<file path="src/rtl/hazard_ctrl_if.sv">
// Hazard controller bus: ID/EX/MEM hazard inputs, debug halt and pipeline control outputs.
// Optional: HAZARD_STALL_CNT_EN adds the stall_cycles counter output.
interface hazard_ctrl_if;
    localparam int unsigned REG_W = 5;
    localparam int unsigned ST_W  = 2;
    localparam int unsigned CNT_W = 32;

    logic [REG_W-1:0] id_rs1;
    logic [REG_W-1:0] id_rs2;
    logic             id_use_rs1;
    logic             id_use_rs2;
    logic             id_branch;
    logic             id_jump;
    logic             id_redirect;
    logic [REG_W-1:0] ex_rd;
    logic             ex_reg_we;
    logic             ex_mem_read;
    logic [REG_W-1:0] mem_rd;
    logic             mem_mem_read;
    logic             ex_md_start;
    logic             md_done;
    logic             dbg_halt_req;
    logic             halted;
    logic             pc_stall;
    logic             if_id_stall;
    logic             if_id_flush;
    logic             id_ex_stall;
    logic             id_ex_flush;
    logic             ex_mem_flush;
    logic [ST_W-1:0]  fsm_state;
`ifdef HAZARD_STALL_CNT_EN
    logic [CNT_W-1:0] stall_cycles;
`endif

    modport slave (
        input  id_rs1, id_rs2, id_use_rs1, id_use_rs2, id_branch, id_jump, id_redirect,
               ex_rd, ex_reg_we, ex_mem_read, mem_rd, mem_mem_read,
               ex_md_start, md_done, dbg_halt_req,
        output halted, pc_stall, if_id_stall, if_id_flush, id_ex_stall, id_ex_flush,
               ex_mem_flush, fsm_state
`ifdef HAZARD_STALL_CNT_EN
        , output stall_cycles
`endif
    );

    modport master (
        output id_rs1, id_rs2, id_use_rs1, id_use_rs2, id_branch, id_jump, id_redirect,
               ex_rd, ex_reg_we, ex_mem_read, mem_rd, mem_mem_read,
               ex_md_start, md_done, dbg_halt_req,
        input  halted, pc_stall, if_id_stall, if_id_flush, id_ex_stall, id_ex_flush,
               ex_mem_flush, fsm_state
`ifdef HAZARD_STALL_CNT_EN
        , input stall_cycles
`endif
    );
endinterface

</file>
<file path="src/rtl/hazard_ctrl.sv">
// Pipeline hazard controller: load-use / branch-operand stalls, mul/div freeze, debug halt.
// Optional: HAZARD_STALL_CNT_EN adds a saturating count of pc_stall cycles.
module hazard_ctrl (
    input  logic         clk,
    input  logic         rst,
    hazard_ctrl_if.slave bus
);
    localparam int unsigned REG_W = 5;

    typedef enum logic [1:0] {
        RUN     = 2'd0,
        BR_LOAD = 2'd1,
        MD_WAIT = 2'd2,
        HALT    = 2'd3
    } state_t;

    state_t state;
    state_t state_nxt;

    logic match_ex;
    logic match_mem;
    logic load_use;
    logic br;
    logic br_alu;
    logic br_mload;
    logic do_stall;
    logic do_freeze;
    logic do_flush;
    logic do_halted;

    // Source-operand dependency on a destination; x0 never matches
    assign match_ex  = (bus.ex_rd != REG_W'(0)) &&
                       ((bus.id_use_rs1 && (bus.ex_rd == bus.id_rs1)) ||
                        (bus.id_use_rs2 && (bus.ex_rd == bus.id_rs2)));
    assign match_mem = (bus.mem_rd != REG_W'(0)) &&
                       ((bus.id_use_rs1 && (bus.mem_rd == bus.id_rs1)) ||
                        (bus.id_use_rs2 && (bus.mem_rd == bus.id_rs2)));

    assign load_use = bus.ex_mem_read && match_ex;
    assign br       = bus.id_branch || bus.id_jump;
    assign br_alu   = br && bus.ex_reg_we && !bus.ex_mem_read && match_ex;
    assign br_mload = br && bus.mem_mem_read && match_mem;

    // State register
    always_ff @(posedge clk) begin
        if (rst) state <= RUN;
        else     state <= state_nxt;
    end

    // Next state and stall/freeze/flush decisions
    always_comb begin
        state_nxt = state;
        do_stall  = 1'b0;
        do_freeze = 1'b0;
        do_flush  = 1'b0;
        do_halted = 1'b0;
        case (state)
            RUN: begin
                if (bus.ex_md_start && !bus.md_done) begin
                    do_freeze = 1'b1;
                    state_nxt = MD_WAIT;
                end else if (load_use && br) begin
                    do_stall  = 1'b1;
                    state_nxt = BR_LOAD;
                end else if (load_use || br_alu || br_mload) begin
                    do_stall  = 1'b1;
                end else if (bus.dbg_halt_req) begin
                    state_nxt = HALT;
                end else if (bus.id_redirect) begin
                    do_flush  = 1'b1;
                end
            end
            BR_LOAD: begin
                do_stall  = 1'b1;
                state_nxt = RUN;
            end
            MD_WAIT: begin
                if (bus.md_done) state_nxt = RUN;
                else             do_freeze = 1'b1;
            end
            HALT: begin
                do_freeze = 1'b1;
                do_halted = 1'b1;
                if (!bus.dbg_halt_req) state_nxt = RUN;
            end
            default: state_nxt = RUN;
        endcase
    end

    // Controls are combinational and forced low while reset is held
    assign bus.pc_stall     = !rst && (do_stall || do_freeze);
    assign bus.if_id_stall  = !rst && (do_stall || do_freeze);
    assign bus.id_ex_flush  = !rst && do_stall;
    assign bus.id_ex_stall  = !rst && do_freeze;
    assign bus.ex_mem_flush = !rst && do_freeze;
    assign bus.if_id_flush  = !rst && do_flush;
    assign bus.halted       = !rst && do_halted;
    assign bus.fsm_state    = rst ? RUN : state;

`ifdef HAZARD_STALL_CNT_EN
    localparam int unsigned CNT_W = 32;
    logic [CNT_W-1:0] stall_cnt;

    // Saturating count of cycles with the PC held
    always_ff @(posedge clk) begin
        if (rst)                                         stall_cnt <= '0;
        else if (bus.pc_stall && (stall_cnt != '1))     stall_cnt <= stall_cnt + CNT_W'(1);
    end

    assign bus.stall_cycles = stall_cnt;
`endif
endmodule

</file>
<file path="src/flat_wrapper.sv">
// flat-port wrapper written by rule: the top's interface ports become plain ports
module hazard_ctrl_flat 
  (clk, rst, bus_id_rs1, bus_id_rs2, bus_id_use_rs1, bus_id_use_rs2, bus_id_branch, bus_id_jump, bus_id_redirect, bus_ex_rd, bus_ex_reg_we, bus_ex_mem_read, bus_mem_rd, bus_mem_mem_read, bus_ex_md_start, bus_md_done, bus_dbg_halt_req, bus_halted, bus_pc_stall, bus_if_id_stall, bus_if_id_flush, bus_id_ex_stall, bus_id_ex_flush, bus_ex_mem_flush, bus_fsm_state);
  hazard_ctrl_if bus_i ();
  input  logic clk;
  input  logic rst;
  input wire logic [$bits(bus_i.id_rs1)-1:0] bus_id_rs1;
  input wire logic [$bits(bus_i.id_rs2)-1:0] bus_id_rs2;
  input wire logic [$bits(bus_i.id_use_rs1)-1:0] bus_id_use_rs1;
  input wire logic [$bits(bus_i.id_use_rs2)-1:0] bus_id_use_rs2;
  input wire logic [$bits(bus_i.id_branch)-1:0] bus_id_branch;
  input wire logic [$bits(bus_i.id_jump)-1:0] bus_id_jump;
  input wire logic [$bits(bus_i.id_redirect)-1:0] bus_id_redirect;
  input wire logic [$bits(bus_i.ex_rd)-1:0] bus_ex_rd;
  input wire logic [$bits(bus_i.ex_reg_we)-1:0] bus_ex_reg_we;
  input wire logic [$bits(bus_i.ex_mem_read)-1:0] bus_ex_mem_read;
  input wire logic [$bits(bus_i.mem_rd)-1:0] bus_mem_rd;
  input wire logic [$bits(bus_i.mem_mem_read)-1:0] bus_mem_mem_read;
  input wire logic [$bits(bus_i.ex_md_start)-1:0] bus_ex_md_start;
  input wire logic [$bits(bus_i.md_done)-1:0] bus_md_done;
  input wire logic [$bits(bus_i.dbg_halt_req)-1:0] bus_dbg_halt_req;
  output wire logic [$bits(bus_i.halted)-1:0] bus_halted;
  output wire logic [$bits(bus_i.pc_stall)-1:0] bus_pc_stall;
  output wire logic [$bits(bus_i.if_id_stall)-1:0] bus_if_id_stall;
  output wire logic [$bits(bus_i.if_id_flush)-1:0] bus_if_id_flush;
  output wire logic [$bits(bus_i.id_ex_stall)-1:0] bus_id_ex_stall;
  output wire logic [$bits(bus_i.id_ex_flush)-1:0] bus_id_ex_flush;
  output wire logic [$bits(bus_i.ex_mem_flush)-1:0] bus_ex_mem_flush;
  output wire logic [$bits(bus_i.fsm_state)-1:0] bus_fsm_state;
  assign bus_i.id_rs1 = bus_id_rs1;
  assign bus_i.id_rs2 = bus_id_rs2;
  assign bus_i.id_use_rs1 = bus_id_use_rs1;
  assign bus_i.id_use_rs2 = bus_id_use_rs2;
  assign bus_i.id_branch = bus_id_branch;
  assign bus_i.id_jump = bus_id_jump;
  assign bus_i.id_redirect = bus_id_redirect;
  assign bus_i.ex_rd = bus_ex_rd;
  assign bus_i.ex_reg_we = bus_ex_reg_we;
  assign bus_i.ex_mem_read = bus_ex_mem_read;
  assign bus_i.mem_rd = bus_mem_rd;
  assign bus_i.mem_mem_read = bus_mem_mem_read;
  assign bus_i.ex_md_start = bus_ex_md_start;
  assign bus_i.md_done = bus_md_done;
  assign bus_i.dbg_halt_req = bus_dbg_halt_req;
  assign bus_halted = bus_i.halted;
  assign bus_pc_stall = bus_i.pc_stall;
  assign bus_if_id_stall = bus_i.if_id_stall;
  assign bus_if_id_flush = bus_i.if_id_flush;
  assign bus_id_ex_stall = bus_i.id_ex_stall;
  assign bus_id_ex_flush = bus_i.id_ex_flush;
  assign bus_ex_mem_flush = bus_i.ex_mem_flush;
  assign bus_fsm_state = bus_i.fsm_state;
  hazard_ctrl u_core (.clk(clk), .rst(rst), .bus(bus_i));
endmodule
</file>
<file path="config.mk">
export PLATFORM = sky130hd
export DESIGN_NAME = hazard_ctrl_flat
export DESIGN_NICKNAME = d
export VERILOG_FILES = /design/src/rtl/hazard_ctrl_if.sv /design/src/rtl/hazard_ctrl.sv /design/src/flat_wrapper.sv
export SDC_FILE = /design/constraint.sdc
export NUM_CORES = 1
export LEC_CHECK = 0
export CORE_AREA = 10 10 47 49
export DETAILED_ROUTE_END_ITERATION = 16
export DIE_AREA = 0 0 57 59
export DONT_BUFFER_PORTS = 1
export HOLD_SLACK_MARGIN = 0.1
export SYNTH_ARGS = -nofsm -noshare
export SYNTH_HDL_FRONTEND = slang
export SYNTH_SLANG_ARGS = --single-unit
export TNS_END_PERCENT = 20
</file>
<file path="constraint.sdc">
create_clock -name clk -period 3 [get_ports clk]
set_clock_uncertainty 0.05 [all_clocks]
set_input_delay 0.75 -clock clk [delete_from_list [all_inputs] [get_ports clk]]
set_output_delay 0.75 -clock clk [all_outputs]
set_load 0.05 [all_outputs]
</file>
* Yosys cells after proc, flatten, opt, wreduce, memory -nomap -nowiden
Index checks and enable logic that the tools add are counted.
Storage, ports and cells: flip-flop bits (word level) 2, output and inout port bits 9, word-level logic and storage cells 66, bits of input ports 33
Operators by class: reductions and logical operators 32, mux-type cells 22, eq/ne operators 11
Operators with widths (count):
- 5-bit equality test | 4
- 1-bit logical AND | 19
- 2-bit 2-to-1 mux | 7
- 1-bit 2-to-1 mux | 12
- 5-bit nonzero test | 2
- 4-bit by 2-bit inequality test with 1-bit output (second input constant) | 2
- 2-bit one-hot mux with 4 select lines | 1
- 1-bit logical OR | 6
- 2-bit equality test (second input constant) | 2
- 2-bit inequality test (second input constant) | 2
- 4-bit AND reduction | 1
- 1-bit zero test | 3
- 1-bit one-hot mux with 3 select lines | 1
- 2-bit by 1-bit equality test with 1-bit output (second input constant) | 1
- 2-bit zero test | 1
- 1-bit one-hot mux with 2 select lines | 1

* Depth between registers and ports, before layout
depth after elaboration 13, depth in mapped cells 7, depth with buffers taken out 6

* Worst setup path before layout
OpenSTA, ideal clock, no wires.
path type input to output, start point in bus_ex_rd[3], end point out bus_pc_stall, slack -0.376 ns, data arrival time 2.576 ns, required time 2.200 ns, stages on the path 7, path buffers 1, cell sequence xor2_1 nor4_2 a32oi_1 o32a_4 o221ai_2 and2b_1 buf_4
On the way: word-level cells in the longest chain between the ends 13
RTL lines:
- start: declaration | line flat_wrapper.sv:14 | input wire logic [$bits(bus_i.ex_rd)-1:0] bus_ex_rd;
- 5-bit equality test (on tied branches) | line hazard_ctrl.sv:33, hazard_ctrl.sv:34
- 1-bit logical AND (on tied branches) | line hazard_ctrl.sv:33, hazard_ctrl.sv:34
- 1-bit logical OR | line hazard_ctrl.sv:33 | ((bus.id_use_rs1 && (bus.ex_rd == bus.id_rs1)) ||
- 1-bit logical AND (*) | line hazard_ctrl.sv:32 | assign match_ex = (bus.ex_rd != REG_W'(0)) &&
- 1-bit logical AND (on tied branches) | line hazard_ctrl.sv:39, hazard_ctrl.sv:41
- 1-bit logical OR (2 in series) | line hazard_ctrl.sv:65 | end else if (load_use || br_alu || br_mload) begin
- 1-bit 2-to-1 mux | line hazard_ctrl.sv:65
- 1-bit 2-to-1 mux (*) | line hazard_ctrl.sv:62 | end else if (load_use && br) begin
- 1-bit 2-to-1 mux (*) | line hazard_ctrl.sv:59 | if (bus.ex_md_start && !bus.md_done) begin
- 1-bit one-hot mux with 2 select lines (*) | line hazard_ctrl.sv:57 | case (state)
- 1-bit logical OR (*)
- 1-bit logical AND (*)
- end: declaration | line flat_wrapper.sv:23 | output wire logic [$bits(bus_i.pc_stall)-1:0] bus_pc_stall;
Mark *: on every way between the ends. The rest lies on a longest branch, timed or not.

* Final worst setup path
start point in bus_id_rs2[2], end point out bus_id_ex_flush
On the way: word-level cells in the longest chain between the ends 12
RTL lines:
- start: declaration | line flat_wrapper.sv:8 | input wire logic [$bits(bus_i.id_rs2)-1:0] bus_id_rs2;
- 5-bit equality test | line hazard_ctrl.sv:34 | (bus.id_use_rs2 && (bus.ex_rd == bus.id_rs2)));
- 1-bit logical AND | line hazard_ctrl.sv:34
- 1-bit logical OR | line hazard_ctrl.sv:33
- 1-bit logical AND | line hazard_ctrl.sv:32
- 1-bit logical AND (on tied branches) | line hazard_ctrl.sv:39, hazard_ctrl.sv:41
- 1-bit logical OR (2 in series) | line hazard_ctrl.sv:65
- 1-bit 2-to-1 mux | line hazard_ctrl.sv:65
- 1-bit 2-to-1 mux (*) | line hazard_ctrl.sv:62
- 1-bit 2-to-1 mux (*) | line hazard_ctrl.sv:59
- 1-bit one-hot mux with 2 select lines (*) | line hazard_ctrl.sv:57
- 1-bit logical AND (*) | line hazard_ctrl.sv:93 | assign bus.id_ex_flush = !rst && do_stall;
- end: declaration | line flat_wrapper.sv:27 | output wire logic [$bits(bus_i.id_ex_flush)-1:0] bus_id_ex_flush;
Marks and branches as above.

==> impl_results.md <==
* Avg Inst Size Synth at 7.84 um^2
* Layout net count at 111
* Clock Latency Late Sink at 220 ps
* Minimum clock period at 3040 ps
* Critical Path RT at 2200 ps
* Yosys warning count at 0
* Synth area leaders: xor2_1 (26%), dfxtp_1 (7.5%), xnor2_1 (6.6%)
* Unique masters post-synth at 32
* Drt first pass iters at 4
* Pwr Density at 289 nW/um^2
* Syn Inst Count at 68
* Complex-gate fraction of the synthesized area at 0.254
* Die height at 59 um
* Main combinational cell family by area after synthesis: XOR/XNOR gates
* Synth area leader: xor2_1
* Num Clock Sinks at 2
* Antenna violations before repair at 0
* Largest net degree at the start of global routing at 10
* CTS Buffer Depth at 2
* Top-area cell type share of the netlist area at 0.263
* FP Rows at 14
* Post-Route WL at 1.75 mm
* Failing checks: setup timing
* Pre-CTS WS at -76.3 ps
* HP Start: bus_dbg_halt_req
* Drt drc at 0
* Ports at 42
* Worst slew margin at 0.645
* Status: complete, but fails checks
* Clk slew on worst S/H paths at 30 ps
* Area grow syn2layout at 36.9%
* Final setup viols at 4
* GRT overflow at 0
* Hold Crit Class: in -> reg
* Die width at 57 um
* Max FFs per register at 2
* Fin crit share at 1.01
* IO buf count at 0
* Vias in the first global route at 551
* Crit path arrival time at 2240 ps
* Register area share after synthesis at 0.0751
* Starting Density at 0.380
* GPL Wtd Cong at 0.799
* Leak at 0.000264 uW
* Core Area at 1400 um^2
* Die ar. at 3360 um^2
* DR iter-0 viols at 2
* Max cap viols at 0
* Post-route ant nets at 0
* WL/cell at 19.0 um
* Dpl hpwl at 1.49 mm
* Critical path launch point: bus_id_rs2[2]
* Synthesized area at 533 um^2
* Syn Nets at 101
* CP endpoint kind: output port
* Antenna cells at 0
* Post-synthesis mux area share at 0
* Commonest non-fill, non-tap cell in the layout: xor2_1
* XOR/XNOR share of the synthesized area at 0.329
* Max frequency at 329 MHz
* CTS H-tree lvls at 1
* Reg with most FFs: u_core.state
* VDD IR max at 0.190 mV
* Synthesized-area fraction occupied by adder cells at 0
* Placed cell area at 652 um^2
* FF-to-FF Start: u_core.state[1]
* Vias/cell at 5.87
* CTS tree: yes
* Total GRT Usage at 0.0947
* Layout cell share with drive strength beyond 1 at 0.316
* Biggest regs: u_core.state (2)
* Slew @ Worst Pin at 532 ps
* Global-route wire length before repair at 2.68 mm
* Final worst slack at -43.0 ps
* Root Driver: clkbuf_4
* Hold Vio Cnt, Final at 0
* Startpoint types: input port
* RSZ-0062 raised after global routing: yes
* Commonest non-fill, non-tap cells in the layout: xor2_1 (15), nor2_1 (5), xnor2_1 (4), a21oi_1 (4), buf_4 (4)
* Via count at 540
* TritonCTS buffer count at 3
* Worst Setup Path Type: in -> out
* Synth Area in Simple Gates at 0.300
* Crit Path Max Fanout at 3
* FF+latch count, synth at 2
* Max-slew violation count at 0
* Design area at 729 um^2
==> worst max-delay path: stages <==
cell,delay [ps]
xor2_4,170
nor4_4,280
a32oi_2,150
o32a_4,400
o21ai_2,110
nor3b_4,220
buf_12,160
==> metrics by stage <==
stage               hold WS [ps]  utilization  TNS (ps)  total power, uW  std cells
global placement             653        0.465      -173              142         89
finish                       618        0.521      -130              211         92
CTS                          615        0.481         0              206         92
floorplan                    610            -      -377              122         68
detailed placement           657        0.465      -258              145         89
global route                 638        0.521      -341              226         92
==> cell usage after synthesis <==
master and n:
nand2_1 3, nor3b_2 1, a211oi_2 1, a22oi_1 1
a211oi_1 1, dfxtp_1 2, a211o_1 1, or2_2 1
clkbuf_1 1, buf_4 2, or3_1 1, nor2b_1 2
o221ai_2 1, or4_1 2, o32a_4 1, nor2_1 5
a31oi_1 1, o211ai_1 1, a21oi_1 4, and2b_1 1
nor4_1 3, o21ai_0 1, and4b_1 1, nor3_1 1
xnor2_1 4, xor2_1 16, nand3_1 1, inv_1 1
o21ai_1 1, and2_1 3, nor4_2 1, a32oi_1 2
==> worst paths after layout <==
check | end | slack, ps | cells past startpoint
setup reg to reg | u_core.state[0] | 1440 | 4
setup / recovery | bus_id_ex_flush | -40 | 7
hold reg to reg | u_core.state[1] | 670 | 3
hold / removal | u_core.state[0] | 620 | 2
==> cell families (layout without fill, tap and decap cells) <==
group	after synthesis	count (layout)
buffers and inverters	4	12
XOR/XNOR	20	20
AND/OR/NAND/NOR	26	26
flip-flops	2	2
AO/OA/AOI/OAI	16	16
==> metal layers <==
layer | wire, um | share of wire | GRT usage | up-vias
li1 | - | - | - | 264
met1 | 623 | 0.36 | 0.0999 | 244
met5 | 0 | 0 | 0 | -
met4 | 37 | 0.021 | 0.0302 | 0
met2 | 847 | 0.48 | 0.160 | 28
met3 | 241 | 0.14 | 0.0494 | 4
==> layout make-up <==
class / instances / area [um^2]
fillers: 160 / 672
multi-input cells: 62 / 542
repair buffers: 8 / 101
flip-flops and latches: 2 / 40.0
clock buffers: 3 / 22.5
well taps: 16 / 20.0
inverters: 1 / 3.75
==> where the power goes <==
part / total (uW) / leakage (uW) / internal, uW / switching, uW
Sequential: 36.4 / 0.0000166 / 29.8 / 6.62
Clock: 57.9 / 0.0000138 / 44.0 / 14.0
Combinational: 117 / 0.000234 / 52.1 / 64.7
==> repair_timing <==
item	in CTS	in global routing
gates resized for setup	0	8
endpoints found under the setup margin	4	4
pin swaps	2	7
buffers inserted	0	0
hold buffers	0	0
Note: power is estimated with default switching activity, not from simulation.
